===== config.mk =====
export PLATFORM = sky130hd
export DESIGN_NAME = fifo_wr_arb
export DESIGN_NICKNAME = d
export VERILOG_FILES = /design/src/rtl/fifo_wr_arb.sv
export SDC_FILE = /design/constraint.sdc
export NUM_CORES = 1
export LEC_CHECK = 0
export BUFFER_PORTS_ARGS = -buffer_cell sky130_fd_sc_hd__buf_2
export CORE_AREA = 2 2 209 211
export DETAILED_ROUTE_END_ITERATION = 16
export DIE_AREA = 0 0 211 213
export GPL_TIMING_DRIVEN = 0
export SYNTH_ARGS = -nofsm -noshare
export SYNTH_HDL_FRONTEND = slang
export SYNTH_SLANG_ARGS = --single-unit

===== constraint.sdc =====
create_clock -name clk -period 3.12 [get_ports clk]
set_clock_uncertainty 0.15 [all_clocks]
set_input_delay 0.468 -clock clk [delete_from_list [all_inputs] [get_ports clk]]
set_output_delay 0.468 -clock clk [all_outputs]
set_load 0.005 [all_outputs]

===== src/rtl/fifo_wr_arb.sv =====
// fifo_wr_arb: round-robin, packet-locked arbiter in front of a FIFO write port.
// One requester owns the port from grant until its last beat is written.
module fifo_wr_arb #(
  parameter int N  = 4,
  parameter int DW = 104,
  parameter int IW = $clog2(N)
) (
  input  logic            clk,
  input  logic            reset,
  input  logic [N-1:0]    req_valid,
  input  logic [N-1:0]    req_last,
  input  logic [N*DW-1:0] req_data,
  output logic [N-1:0]    req_ready,
  input  logic            fifo_full,
  input  logic            fifo_prog_full,
  output logic            fifo_wr_en,
  output logic [DW-1:0]   fifo_din,
  output logic [N-1:0]    grant,
  output logic [IW-1:0]   grant_id,
  output logic            busy
);

  typedef enum logic {
    S_IDLE   = 1'b0,
    S_LOCKED = 1'b1
  } state_t;

  state_t        r_state;
  state_t        w_state_nxt;
  logic [N-1:0]  r_grant;
  logic [N-1:0]  w_grant_nxt;
  logic [IW-1:0] r_grant_id;
  logic [IW-1:0] w_grant_id_nxt;

  logic          w_locked;
  logic          w_g_valid;
  logic          w_g_last;
  logic          w_xfer;
  logic          w_found;
  logic [IW-1:0] w_winner;
  logic [N-1:0]  w_onehot;

  function automatic logic [IW-1:0] wrap_add(
    input logic [IW-1:0] base,
    input int            k
  );
    int s;
    s = int'(base) + k;
    if (s >= N) s = s - N;
    return IW'(s);
  endfunction

  assign w_locked  = (r_state == S_LOCKED);
  assign w_g_valid = req_valid[r_grant_id];
  assign w_g_last  = req_last[r_grant_id];
  assign w_xfer    = w_locked & w_g_valid & ~fifo_full;

  // Circular search starting just after the most recent winner.
  always_comb begin
    w_found  = 1'b0;
    w_winner = r_grant_id;
    for (int k = 1; k <= N; k++) begin
      if (!w_found && req_valid[wrap_add(r_grant_id, k)]) begin
        w_found  = 1'b1;
        w_winner = wrap_add(r_grant_id, k);
      end
    end
  end

  always_comb begin
    w_onehot           = '0;
    w_onehot[w_winner] = 1'b1;
  end

  always_comb begin
    w_state_nxt    = r_state;
    w_grant_nxt    = r_grant;
    w_grant_id_nxt = r_grant_id;
    unique case (r_state)
      S_IDLE: begin
        if (w_found && !fifo_prog_full) begin
          w_state_nxt    = S_LOCKED;
          w_grant_nxt    = w_onehot;
          w_grant_id_nxt = w_winner;
        end
      end
      S_LOCKED: begin
        if (w_xfer && w_g_last) begin
          w_state_nxt = S_IDLE;
          w_grant_nxt = '0;
        end
      end
      default: begin
        w_state_nxt = S_IDLE;
        w_grant_nxt = '0;
      end
    endcase
  end

  always_ff @(posedge clk or posedge reset) begin
    if (reset) begin
      r_state    <= S_IDLE;
      r_grant    <= '0;
      r_grant_id <= IW'(N-1);
    end else begin
      r_state    <= w_state_nxt;
      r_grant    <= w_grant_nxt;
      r_grant_id <= w_grant_id_nxt;
    end
  end

  // r_grant is zero outside LOCKED, so it masks ready by itself.
  assign req_ready  = r_grant & {N{w_locked & ~fifo_full}};
  assign fifo_wr_en = w_xfer;
  assign fifo_din   = req_data[int'(r_grant_id)*DW +: DW];
  assign grant      = r_grant;
  assign grant_id   = r_grant_id;
  assign busy       = w_locked;

endmodule


# [Word-level counts from Yosys, hierarchy flattened]
# Cells that the tools add are included.
[word_totals] ff_bits=7 latchBits=0 mem_bits_rw=0 mem_bits_ro=0 in_bits=428 output_inout_bits=116 elab_cells=76 mem_count=0
[op_classes] addsub=8 n_mul=1 div=0 order_cmp=11 eq_ne=2 shifts=1 mux=32 bitwise=6 n_reduce_logical=12
[ops] cell="416-bit by 10-bit variable part select with 104-bit output" count=1
[ops] cell="2-bit by 3-bit less-than comparator with 1-bit output (second input constant)" count=6
[ops] cell="2-bit two-way mux" count=8
[ops] cell="1-bit two-way mux" count=13
[ops] cell="1-bit binary-select mux with 2-bit select" count=6
[ops] cell="3-bit greater-or-equal comparator (second input constant)" count=3
[ops] cell="4-bit two-way mux" count=2
[ops] cell="4-bit one-hot mux with 2 select lines" count=1
[ops] cell="2-bit by 1-bit subtractor with 2-bit output (second input constant)" count=4
[ops] cell="2-bit by 2-bit adder with 3-bit output (second input constant)" count=2
[ops] cell="1-bit logical AND" count=6
[ops] cell="2-bit by 4-bit multiplier with 6-bit output (second input constant)" count=1
[ops] cell="2-bit by 3-bit adder with 4-bit output (second input constant)" count=1
[ops] cell="4-bit AND" count=1
[ops] cell="4-bit by 3-bit greater-or-equal comparator with 1-bit output (second input constant)" count=1
[ops] cell="1-bit logical NOT" count=4
[ops] cell="2-bit AND reduction" count=2
[ops] cell="2-bit by 1-bit adder with 3-bit output (second input constant)" count=1
[ops] cell="1-bit AND" count=3
[ops] cell="1-bit demux with 2-bit select" count=1
[ops] cell="2-bit by 1-bit greater-or-equal comparator with 1-bit output (second input constant)" count=1
[ops] cell="2-bit by 1-bit != test with 1-bit output (second input constant)" count=1
[ops] cell="2-bit != test (second input constant)" count=1
[ops] cell="1-bit inverter" count=2
[ops] cell="1-bit one-hot mux with 2 select lines" count=1

# [Depth between registers and ports, before layout]
[logic_depth] depth_word=21 depth_mapped=6 depth_no_buf=4

# [Worst setup path after synthesis]
# OpenSTA, ideal clock, no wires.
[synth_timing] path_kind="reg-to-output" start="reg r_grant_id[0] (netlist: grant_id[0])" end="out fifo_din[11]" arrival_time_ns=1.570 t_required_ns=2.502 path_slack_ns=0.932 path_stages_with_launch=5 path_cell_list="dfstp_2 buf_6 buf_6 buf_4 mux4_2"
[synth_between] elab_chain_cells=2
[synth_rtl] element="start: declaration" line_no="32" rtl="logic [IW-1:0] r_grant_id;"
[synth_rtl] element="start signal: assignment" line_no="104" rtl="r_grant_id <= IW'(N-1);"
[synth_rtl] element="start signal: assignment" line_no="108" rtl="r_grant_id <= w_grant_id_nxt;"
[synth_rtl] element="2-bit by 4-bit multiplier with 6-bit output" line_no="115" rtl="assign fifo_din = req_data[int'(r_grant_id)*DW +: DW];"
[synth_rtl] element="416-bit by 10-bit variable part select with 104-bit output" line_no="115"
[synth_rtl] element="end: declaration" line_no="17" rtl="output logic [DW-1:0] fifo_din,"
# No other way between the ends.

# [Final worst setup path]
[layout_timing] start="reg r_grant_id[0] (netlist: grant_id[0])" end="out fifo_din[4]"
# The elaborated chain is that of the path after synthesis.

==> results.txt <==
* Design Area, Final: between 6000 and 7000 um2
- Reg-to-reg critical path startpoint: grant_id[0]$_DFFE_PP1P_
- Highest Clock Rate: ~0.34 GHz
* Total setup violations reported at the end of the flow: 0
- Routed vias: 4,695
- Of all flip-flops after synthesis, the portion carrying an async set or reset was 1.00.
- Setup slack closes at 0.163 ns.
* Final Hold Fails: 0
- Worst vdd rail ir drop: 0.000327 V
* Number of synthesized flops with an enable pin: 0
- Count of port buffers added during placement: about 540
- Detailed Routing Iterations Pass 1: 4
- The final count of pins violating max slew is 0.
- Count of state elements after synthesis: 7
- Of the post-synthesis cell area, the part taken by muxes is 0.803.
* Setup fix buffers added after clock tree synthesis: 0
- The congestion estimate from routability-driven global placement came to 0.864.
- TritonCTS sink count: 7
- Die extent in x: 211 um
* Total track usage: 0.0947
* Count of placed standard cells including taps: approximately 1,300
- The die is 213 um tall.
* Synthesized area per cell: between 15 and 20 um2
- In the final layout, the multi-input gates occupy 2630 um2.
- Fill cell count: 4,810
* Remaining global-route overflow: 0
- Starting density of the core: 0.0696
* TritonCTS clock tree: built
- Post-place setup slack: around 0.06 ns
- Counting distinct cell types in the post-synthesis netlist gives 29.
- Count of boundary I/O pins: 544
- For this design the ratio of total power to cell area is 652 nW/um2.
- In this run the deepest clock path goes through 2 buffers.
* Total DRC errors in the routed layout: 0
- Synth Area in Simple Gates: 0.0400
- Core area: 42,700 um2
- The die covers 44,900 um2.
- Average via count per standard cell: 3.68
* Worst Path Arrival: roughly 2.3 ns
- CTS placed an instance of sky130_fd_sc_hd__clkbuf_16 at the clock tree root.
- The number of antenna violations at the first check in global routing is 20.
- Element type at the critical path end: primary output
- Top post-synthesis cells by area: sky130_fd_sc_hd__mux4_2 80%, sky130_fd_sc_hd__dfrtp_1 4.2%, sky130_fd_sc_hd__buf_2 2.4%
- Wire length of the first global-routing pass: slightly above 30,000 um
- After routing, the total negative slack on setup checks comes to 0 ns.
- Post-route fraction of the period consumed by the critical path: 0.948
- Most frequent cells after synthesis: 105 x sky130_fd_sc_hd__mux4_2, 14 x sky130_fd_sc_hd__buf_2, 8 x sky130_fd_sc_hd__buf_4
- Synthesis produced a netlist whose cell count is 175.
- Sequential cell area fraction in the yosys report: 0.0598
- Once detailed placement completed, the half-perimeter wirelength came to around 21,000 um.
* FF+latch area: around 180 um2
* Category of the critical setup timing path: flop to primary output
- Synthesized-area fraction occupied by xor and xnor cells: 0
- Layout cell share with drive strength beyond 1: 0.943
- Vias in the first global route: 4,787
* Clock transition at the register clock pins on the worst setup and hold paths after CTS: 0.04 ns
- The worst pin sits at a relative slew slack of 0.625.
* Adder-cell area share of the yosys netlist: 0
* Pleak: 3.16 nW
- Final routed wirelength across all metal layers: around 23,000 um
* Synthesized cell area: 2970 um2
- The most used flip-flop cell after synthesis is sky130_fd_sc_hd__dfrtp_1.
* Min cycle time layout: 2.96 ns
- STA classifies the critical path startpoint as a flop.
- Of the post-synthesis cell area, the dominant cell type holds 0.796.
- TritonCTS created 3 clock buffers.
- Number of nets in the layout: roughly 1,200
- sky130_fd_sc_hd__mux4_2 takes more of the synthesized area than any other cell.
- Class of the tightest hold or removal check: input pin to asynchronous set/reset pin
- At the pin with the least slew margin, the transition time is 0.558 ns.
- In this run the number of H-tree levels came out at 1.
- Unrepaired setup endpoints after global routing: false
- STA puts the critical path data required time at ~2.5 ns.
- During synthesis, Yosys emitted a total of 0 warnings.
- Largest fanout on the critical path: 10
- Tracing the worst setup path back leads to its startpoint at grant_id[0]$_DFFE_PP1P_.
- In this run, the number of DRC markers left after iteration 0 of detailed routing was ~250.
* Max-capacitance violation count: 0
* Most common cell in the netlist: sky130_fd_sc_hd__mux4_2
- Layout-stage area growth over the synthesis result: 118%
- Dividing the detail-routed wire length by the instance count gives about 18 um.
- The initialized floorplan defines 76 standard-cell rows.
* Non-filler cells, final: 1,275
- Once detail routing completed, the nets flagged for antenna violations numbered 0.
* Largest net degree at the start of global routing: 11
- Compound-gate portion of the synthesized area: 0.0421
- After synthesis, the largest family of logic cells by area is multiplexers.
* Area after detailed placement: ~6400 um2
* End-of-flow core utilization: 0.152
- Counting every net in the synthesized netlist gives 603.
- The run finished with clean final reports.
- At the later pin of the worst-skew pair, clock insertion delay measures 0.23 ns.
-- registers in the layout (all words and copies together), names as in the netlist --
name and cells:
busy 1, grant_id 2, grant 4
-- power breakdown --
part	internal (mW)	leakage (nW)	switching (mW)
Combinational	2.10	3.04	1.70
Sequential	0.140	0.0850	0.0667
Clock	0.170	0.0382	0.0468
-- path summary, 6_finish.rpt --
check                                           to  slack, ns  depth (start not counted)
hold reg to reg               grant[2]$_DFFE_PP0P_       0.40                          1
setup reg to reg              grant[0]$_DFFE_PP0P_       1.10                          6
hold / removal                grant[3]$_DFFE_PP0P_       0.04                          2
setup / recovery                       fifo_din[4]       0.16                          5
max in group asynchronous  grant_id[1]$_DFFE_PP1P_       2.52                          2
min in group clk              grant[2]$_DFFE_PP0P_       0.40                          1
-- placed cells by master (no fill, tap or decap), types with 3 or more instances in the layout --
master                        n
sky130_fd_sc_hd__mux4_2     105
sky130_fd_sc_hd__a21oi_1      3
sky130_fd_sc_hd__and2_1       4
sky130_fd_sc_hd__nor2_1       4
sky130_fd_sc_hd__buf_2      555
sky130_fd_sc_hd__dfrtp_1      5
sky130_fd_sc_hd__diode_2      7
sky130_fd_sc_hd__buf_4        8
sky130_fd_sc_hd__clkbuf_16    3
sky130_fd_sc_hd__inv_1        3
sky130_fd_sc_hd__buf_6        4
sky130_fd_sc_hd__nand2_1      3
-- logic make-up (layout without fill, tap and decap cells) --
family / count (synthesis) / in the layout
muxes: 107 / 107
buffers and inverters: 27 / 574
and+or+nand+nor: 20 / 20
AOI/OAI and AO/OA: 14 / 14
DFF: 7 / 7
other: 0 / 7
-- metal layers --
metal  vias up  wire length [um]  track usage
met5         -                77            0
met2       403             11800        0.175
met1      2279              8510        0.105
met4        12               861       0.0323
met3        50              2170       0.0238
li1       1951                 -            -
-- critical path, cell delays in order (launching register included) --
cell and delay (ns):
sky130_fd_sc_hd__dfstp_2 0.63, sky130_fd_sc_hd__buf_6 0.24, sky130_fd_sc_hd__buf_6 0.25, sky130_fd_sc_hd__buf_6 0.23, sky130_fd_sc_hd__mux4_2 0.58, sky130_fd_sc_hd__buf_2 0.16
-- through the flow --
step,power [mW],hold WS (ns)
after floorplan,2.43,0.120
after global placement,4.04,0.290
after detailed placement,4.06,0.302
after CTS,4.31,0.0576
after global routing,4.57,0.0652
final,4.22,0.0364
-- final cells by class --
| type | count | area share |
|---|---|---|
| diodes | 7 | 0.00270 |
| plain buffers | 24 | 0.0255 |
| clock buffers | 4 | 0.0122 |
| inverters | 3 | 0.00174 |
| multi-input cells | 141 | 0.406 |
| flip-flops and latches | 7 | 0.0274 |
| well taps | 546 | 0.105 |
| repair buffers | 543 | 0.419 |
-- timing repair --
action                     in CTS  in global routing
setup endpoints to repair      36                  2
gates resized for setup         3                  1
hold buffers                    0                  0
cloned                          0                  0
Power figures use the tool's default switching activity.
